### config.mk
export PLATFORM = sky130hd
export DESIGN_NAME = bram_stream_reader
export DESIGN_NICKNAME = d
export VERILOG_FILES = /design/src/rtl/bram_stream_reader_pkg.sv /design/src/rtl/bram_stream_reader_lat_pipe.sv /design/src/rtl/bram_stream_reader.sv
export SDC_FILE = /design/constraint.sdc
export NUM_CORES = 1
export LEC_CHECK = 0
export CORE_MARGIN = 2
export CORE_UTILIZATION = 49
export DETAILED_ROUTE_END_ITERATION = 12
export PLACE_DENSITY = 0.83
export REMOVE_ABC_BUFFERS = 1
export SETUP_SLACK_MARGIN = 0.05
export SLEW_MARGIN = 20
export SYNTH_ARGS = -nofsm -noshare
export SYNTH_HDL_FRONTEND = slang
export SYNTH_SLANG_ARGS = --single-unit
export TNS_END_PERCENT = 30
### constraint.sdc
create_clock -name clk -period 1.9 [get_ports clk]
set_input_delay 0.19 -clock clk [delete_from_list [all_inputs] [get_ports clk]]
set_output_delay 0.19 -clock clk [all_outputs]
set_load 0.02 [all_outputs]
### src/rtl/bram_stream_reader_pkg.sv
// Shared types and helpers for the BRAM stream reader: FSM state encoding,
// read-latency bounds and the length clamp.
package bram_stream_pkg;

  typedef enum logic [2:0] {
    ST_IDLE    = 3'd0,
    ST_ISSUE   = 3'd1,
    ST_WAIT    = 3'd2,
    ST_PRESENT = 3'd3,
    ST_NEXT    = 3'd4
  } state_t;

  localparam int RD_LAT_MIN = 1;
  localparam int RD_LAT_MAX = 4;

  function automatic int unsigned clamp_len(input int unsigned len,
                                            input int unsigned max_depth);
    return (len > max_depth) ? max_depth : len;
  endfunction

endpackage

### src/rtl/bram_stream_reader_lat_pipe.sv
// Delays the BRAM enable pulse by RD_LAT cycles; the output strobe marks the
// cycle in which bram_dout holds the word addressed by that enable.
module bram_lat_pipe #(
  parameter int RD_LAT = 2
) (
  input  logic clk,
  input  logic rst_n,
  input  logic clr,
  input  logic en,
  output logic strobe
);

  logic [RD_LAT-1:0] stage_reg;
  logic [RD_LAT-1:0] stage_next;

  genvar gi;
  generate
    for (gi = 0; gi < RD_LAT; gi++) begin : g_stage
      if (gi == 0) begin : g_head
        assign stage_next[gi] = en;
      end else begin : g_tail
        assign stage_next[gi] = stage_reg[gi-1];
      end
    end
  endgenerate

  // clr drops any enable still in flight so an aborted read cannot strobe later
  always_ff @(posedge clk or negedge rst_n) begin
    if (!rst_n) begin
      stage_reg <= '0;
    end else if (clr) begin
      stage_reg <= '0;
    end else begin
      stage_reg <= stage_next;
    end
  end

  assign strobe = stage_reg[RD_LAT-1];

endmodule

### src/rtl/bram_stream_reader.sv
// Walks a base/length window of a synchronous-read BRAM and hands each word to
// the UART transmitter over a valid/tx_done handshake; one-shot or looping.
module bram_stream_reader
  import bram_stream_pkg::*;
#(
  parameter int ADDR_W    = 4,
  parameter int DATA_W    = 8,
  parameter int RD_LAT    = 2,
  parameter int MAX_DEPTH = 16
) (
  input  logic              clk,
  input  logic              rst_n,
  input  logic              start,
  input  logic              loop_mode,
  input  logic [ADDR_W-1:0] base_addr,
  input  logic [ADDR_W:0]   length,
  input  logic              abort,
  output logic [ADDR_W-1:0] bram_addr,
  output logic              bram_en,
  output logic              bram_we,
  input  logic [DATA_W-1:0] bram_dout,
  output logic [DATA_W-1:0] tx_data,
  output logic              tx_valid,
  input  logic              tx_done,
  output logic              busy,
  output logic              done
);

  localparam int CNT_W = ADDR_W + 1;

  generate
    if (RD_LAT < RD_LAT_MIN || RD_LAT > RD_LAT_MAX) begin : g_bad_rd_lat
      $error("bram_stream_reader: RD_LAT out of range");
    end
    if (MAX_DEPTH > (1 << ADDR_W)) begin : g_bad_depth
      $error("bram_stream_reader: MAX_DEPTH exceeds address space");
    end
  endgenerate

  state_t             state_reg;
  logic [ADDR_W-1:0]  base_reg;
  logic [ADDR_W-1:0]  addr_reg;
  logic [CNT_W-1:0]   len_reg;
  logic [CNT_W-1:0]   word_cnt_reg;
  logic [DATA_W-1:0]  data_reg;
  logic               en_reg;
  logic               valid_reg;
  logic               busy_reg;
  logic               done_reg;
  logic [CNT_W-1:0]   len_clamped;
  logic               cap_strobe;

  assign len_clamped = CNT_W'(clamp_len(32'(length), MAX_DEPTH));

  bram_lat_pipe #(
    .RD_LAT (RD_LAT)
  ) u_lat_pipe (
    .clk    (clk),
    .rst_n  (rst_n),
    .clr    (abort),
    .en     (en_reg),
    .strobe (cap_strobe)
  );

  always_ff @(posedge clk or negedge rst_n) begin
    if (!rst_n) begin
      state_reg    <= ST_IDLE;
      base_reg     <= '0;
      addr_reg     <= '0;
      len_reg      <= '0;
      word_cnt_reg <= '0;
      data_reg     <= '0;
      en_reg       <= 1'b0;
      valid_reg    <= 1'b0;
      busy_reg     <= 1'b0;
      done_reg     <= 1'b0;
    end else begin
      en_reg   <= 1'b0;
      done_reg <= 1'b0;
      // abort outranks everything, including a tx_done in the same cycle
      if (abort) begin
        state_reg <= ST_IDLE;
        valid_reg <= 1'b0;
        busy_reg  <= 1'b0;
      end else begin
        case (state_reg)
          ST_IDLE: begin
            if (start) begin
              base_reg     <= base_addr;
              len_reg      <= len_clamped;
              word_cnt_reg <= '0;
              if (len_clamped == '0) begin
                done_reg <= 1'b1;
              end else begin
                addr_reg  <= base_addr;
                en_reg    <= 1'b1;
                busy_reg  <= 1'b1;
                state_reg <= ST_ISSUE;
              end
            end
          end
          ST_ISSUE: begin
            state_reg <= ST_WAIT;
          end
          ST_WAIT: begin
            if (cap_strobe) begin
              data_reg  <= bram_dout;
              valid_reg <= 1'b1;
              state_reg <= ST_PRESENT;
            end
          end
          ST_PRESENT: begin
            if (tx_done) begin
              valid_reg    <= 1'b0;
              word_cnt_reg <= word_cnt_reg + CNT_W'(1);
              state_reg    <= ST_NEXT;
            end
          end
          ST_NEXT: begin
            en_reg    <= 1'b1;
            state_reg <= ST_ISSUE;
            if (word_cnt_reg == len_reg) begin
              done_reg <= 1'b1;
              if (loop_mode) begin
                word_cnt_reg <= '0;
                addr_reg     <= base_reg;
              end else begin
                en_reg    <= 1'b0;
                busy_reg  <= 1'b0;
                state_reg <= ST_IDLE;
              end
            end else begin
              addr_reg <= addr_reg + ADDR_W'(1);
            end
          end
          default: begin
            valid_reg <= 1'b0;
            busy_reg  <= 1'b0;
            state_reg <= ST_IDLE;
          end
        endcase
      end
    end
  end

  assign bram_addr = addr_reg;
  assign bram_en   = en_reg;
  assign bram_we   = 1'b0;
  assign tx_data   = data_reg;
  assign tx_valid  = valid_reg;
  assign busy      = busy_reg;
  assign done      = done_reg;

endmodule

==> flow_summary.toml <==
[power]
switching_share = 0.308
ir_drop_uv = 551
pwr-share-comb = 0.284
power_mw = 2.08
p_per_area_nw_per_um2 = 864
power.share.sequential = 0.459
power.switching_mw = 0.639
power_frac_clock = 0.256
p_leak_nw = 1.00
p_int_mw = 1.44

[clock_tree]
cts_root_buffer = "clkbuf_8"
clk_latency_ps = 290
hold_buffers = 0
post_cts_buffers = 0
cts_max_path_buffers = 2
cts_num_sinks = 35
cts_tree = "built"
cts_resized = 0
h-tree-depth = 2
clk_pin_slew_ps = 70
cts_buffers = 5

[min_path]
min_path_type = "input port to async pin"

[finish]
nets = 249
largest_register_ffs = 8
synthToLayoutAreaGrowth_pct = 30.8
stdcell_count = 272
diodes = 0
fillers = 304
drive_above_1_share = 0.201

[global_route]
grt_pass1_vias = 1450
grt_first_pass_wirelength_um = 6680
grt_usage = 0.208
grt_antenna_before_repair = 0
gr-total-overflow = 0
grt_start_max_net_pins = 36

[timing]
setup_ws_ps = 133
hold_viol = 0
fin_crit_sh = 0.930
max_freq_mhz = 566
min_period_ps = 1770
setup_violations = 0
clock_skew_ps = 3.92
rsz0062_at_grt = "false"
slew_viol_final = 0

[logic_synthesis]
synthTopCellsByArea = "dfrtp_1 48%, mux2_2 8.0%, o21ai_0 4.1%"
avgSynthCellArea_sq_um = 10.4
ys_ff_latch = 35
synth_flop_cell = "dfrtp_1"
synth_edf_count = 0
yosysUniqueCellTypes = 49
postSynthCellCount = 176
async_flop_share = 1.00
syn_area_sq_um = 1840
yosys.area.top_type_share = 0.477
ys_top_cells_by_count = "35 x dfrtp_1, 15 x o21ai_0, 13 x mux2_2"
synth.largest_area_cell = "dfrtp_1"
synth_most_common_cell = "dfrtp_1"
yosysWarnings = 0
yosysSeqAreaShare = 0.477

[worst_setup_path]
start_kind = "register"
path_max_fanout = 5
crit_slowest_cell = "dfrtp_1"
path_class = "register to register"
slowest_delay_ps = 450
required_ps = 2080
cp_cell_sequence = "xor2_1 -> or2_4 -> nor4_4 -> nor2_2 -> mux2_4"
cp-end-kind = "register"
cpLargestDelayFamily = "simple AND/OR/NAND/NOR gates"
worstPathArrival_ps = 1940
crit_buf_inv = 0

[routing]
first_iter_violations = 144
drc = 0
wire_per_inst_um = 14.1
viasPerCell = 5.50
wl_um = 3830
ant_nets = 0
vias = 1497
dr.pass1.iters = 4

[flow_run]
maxCapViolations = 0

[placed_design]
gp_congestion = 0.835
io_buffers = 38
dp_hpwl_um = 2860
dpl_worst_slack_ps = -29.2
dp.cells = 265

[floorplanning]
fp-row-count = 22
start_util = 0.505
pin_count = 40
dieArea_sq_um = 4250
chipHeight_um = 65.2
coreArea_sq_um = 3630
die_x_um = 65.2

[run_status]
status = "completed"
[power by group through the flow]
| stage | Combinational, mW | Sequential (mW) | Clock (mW) |
|---|---|---|---|
| floorplan | 0.283 | 1.01 | 0 |
| global placement | 0.582 | 0.959 | 0 |
| detailed placement | 0.592 | 0.965 | 0 |
| CTS | 0.593 | 0.952 | 0.545 |
| global route | 0.664 | 0.967 | 0.594 |
| finish | 0.590 | 0.954 | 0.532 |
[per-stage QoR]
stage / TNS (ps) / hold WS, ps / util / area [sq um]
2_1_floorplan: -66.4 / -106 / - / 1780
3_3_place_gp: 0 / 445 / 0.635 / 2310
3_5_place_dp: -29.2 / 457 / 0.635 / 2310
4_1_cts: 0 / 338 / 0.659 / 2390
5_1_grt: 0 / 358 / 0.661 / 2400
6_report: 0 / 325 / 0.661 / 2400
[cells in the final DEF (no fill, tap or decap), types with 3 or more instances in the layout]
cell type        netlist  layout
a21oi_1                8       7
clkdlybuf4s50_1        0      38
xnor2_1                3       3
buf_4                  2      11
nand3_1                9       9
nor2_1                 6       6
nand2_1               11      11
mux2_2                13      13
inv_1                  9       9
or3_1                  4       4
o21ai_0               15      15
nand2b_1               5       5
dfrtp_1               35      33
nor3_1                 3       3
nor2b_1                4       4
mux2i_1                3       3
clkbuf_8               0       6
[routing by layer]
| metal | global-route usage | vias up | part of all wire |
|---|---|---|---|
| met2 | 0.329 | 49 | 0.48 |
| met5 | 0 | - | 0 |
| met4 | 0.0833 | 0 | 0.030 |
| met1 | 0.266 | 708 | 0.43 |
| met3 | 0.0651 | 12 | 0.058 |
| li1 | - | 728 | - |
[final cells by class]
cell class | instances | area, sq um | share of cell area
clock inverter | 1 | 5.00 | 0.00208
tap | 48 | 60.1 | 0.0250
inverter | 10 | 37.5 | 0.0156
multi-input combinational | 123 | 875 | 0.364
timing repair buffer | 49 | 463 | 0.193
clock buffer | 6 | 82.6 | 0.0344
sequential | 35 | 878 | 0.366
[path summary, 6_finish.rpt]
path / startpoint / slack, ps / depth (start not counted) / end
setup / recovery: word_cnt_reg[0] / 130 / 5 / bram_addr[1]
hold / removal: rst_n / 320 / 2 / tx_data[3]
setup reg to reg: word_cnt_reg[0] / 130 / 5 / bram_addr[1]
hold reg to reg: u_lat_pipe.stage_reg[0] / 470 / 1 / u_lat_pipe.stage_reg[1]
max in group asynchronous: rst_n / 1260 / 2 / state_reg[1]
min in group clk: u_lat_pipe.stage_reg[0] / 470 / 1 / u_lat_pipe.stage_reg[1]
[kinds of logic after synthesis]
| logic type | synth area share |
|---|---|
| AND/OR/NAND/NOR | 0.165 |
| multiplexers | 0.104 |
| flip-flops | 0.477 |
| AO/OA/AOI/OAI | 0.166 |
| other | 0.00204 |
| XOR/XNOR | 0.0239 |
| buffers and inverters | 0.0484 |
| adder cells (fa/ha/maj) | 0.0136 |
Note: power is estimated with default switching activity, not from simulation.
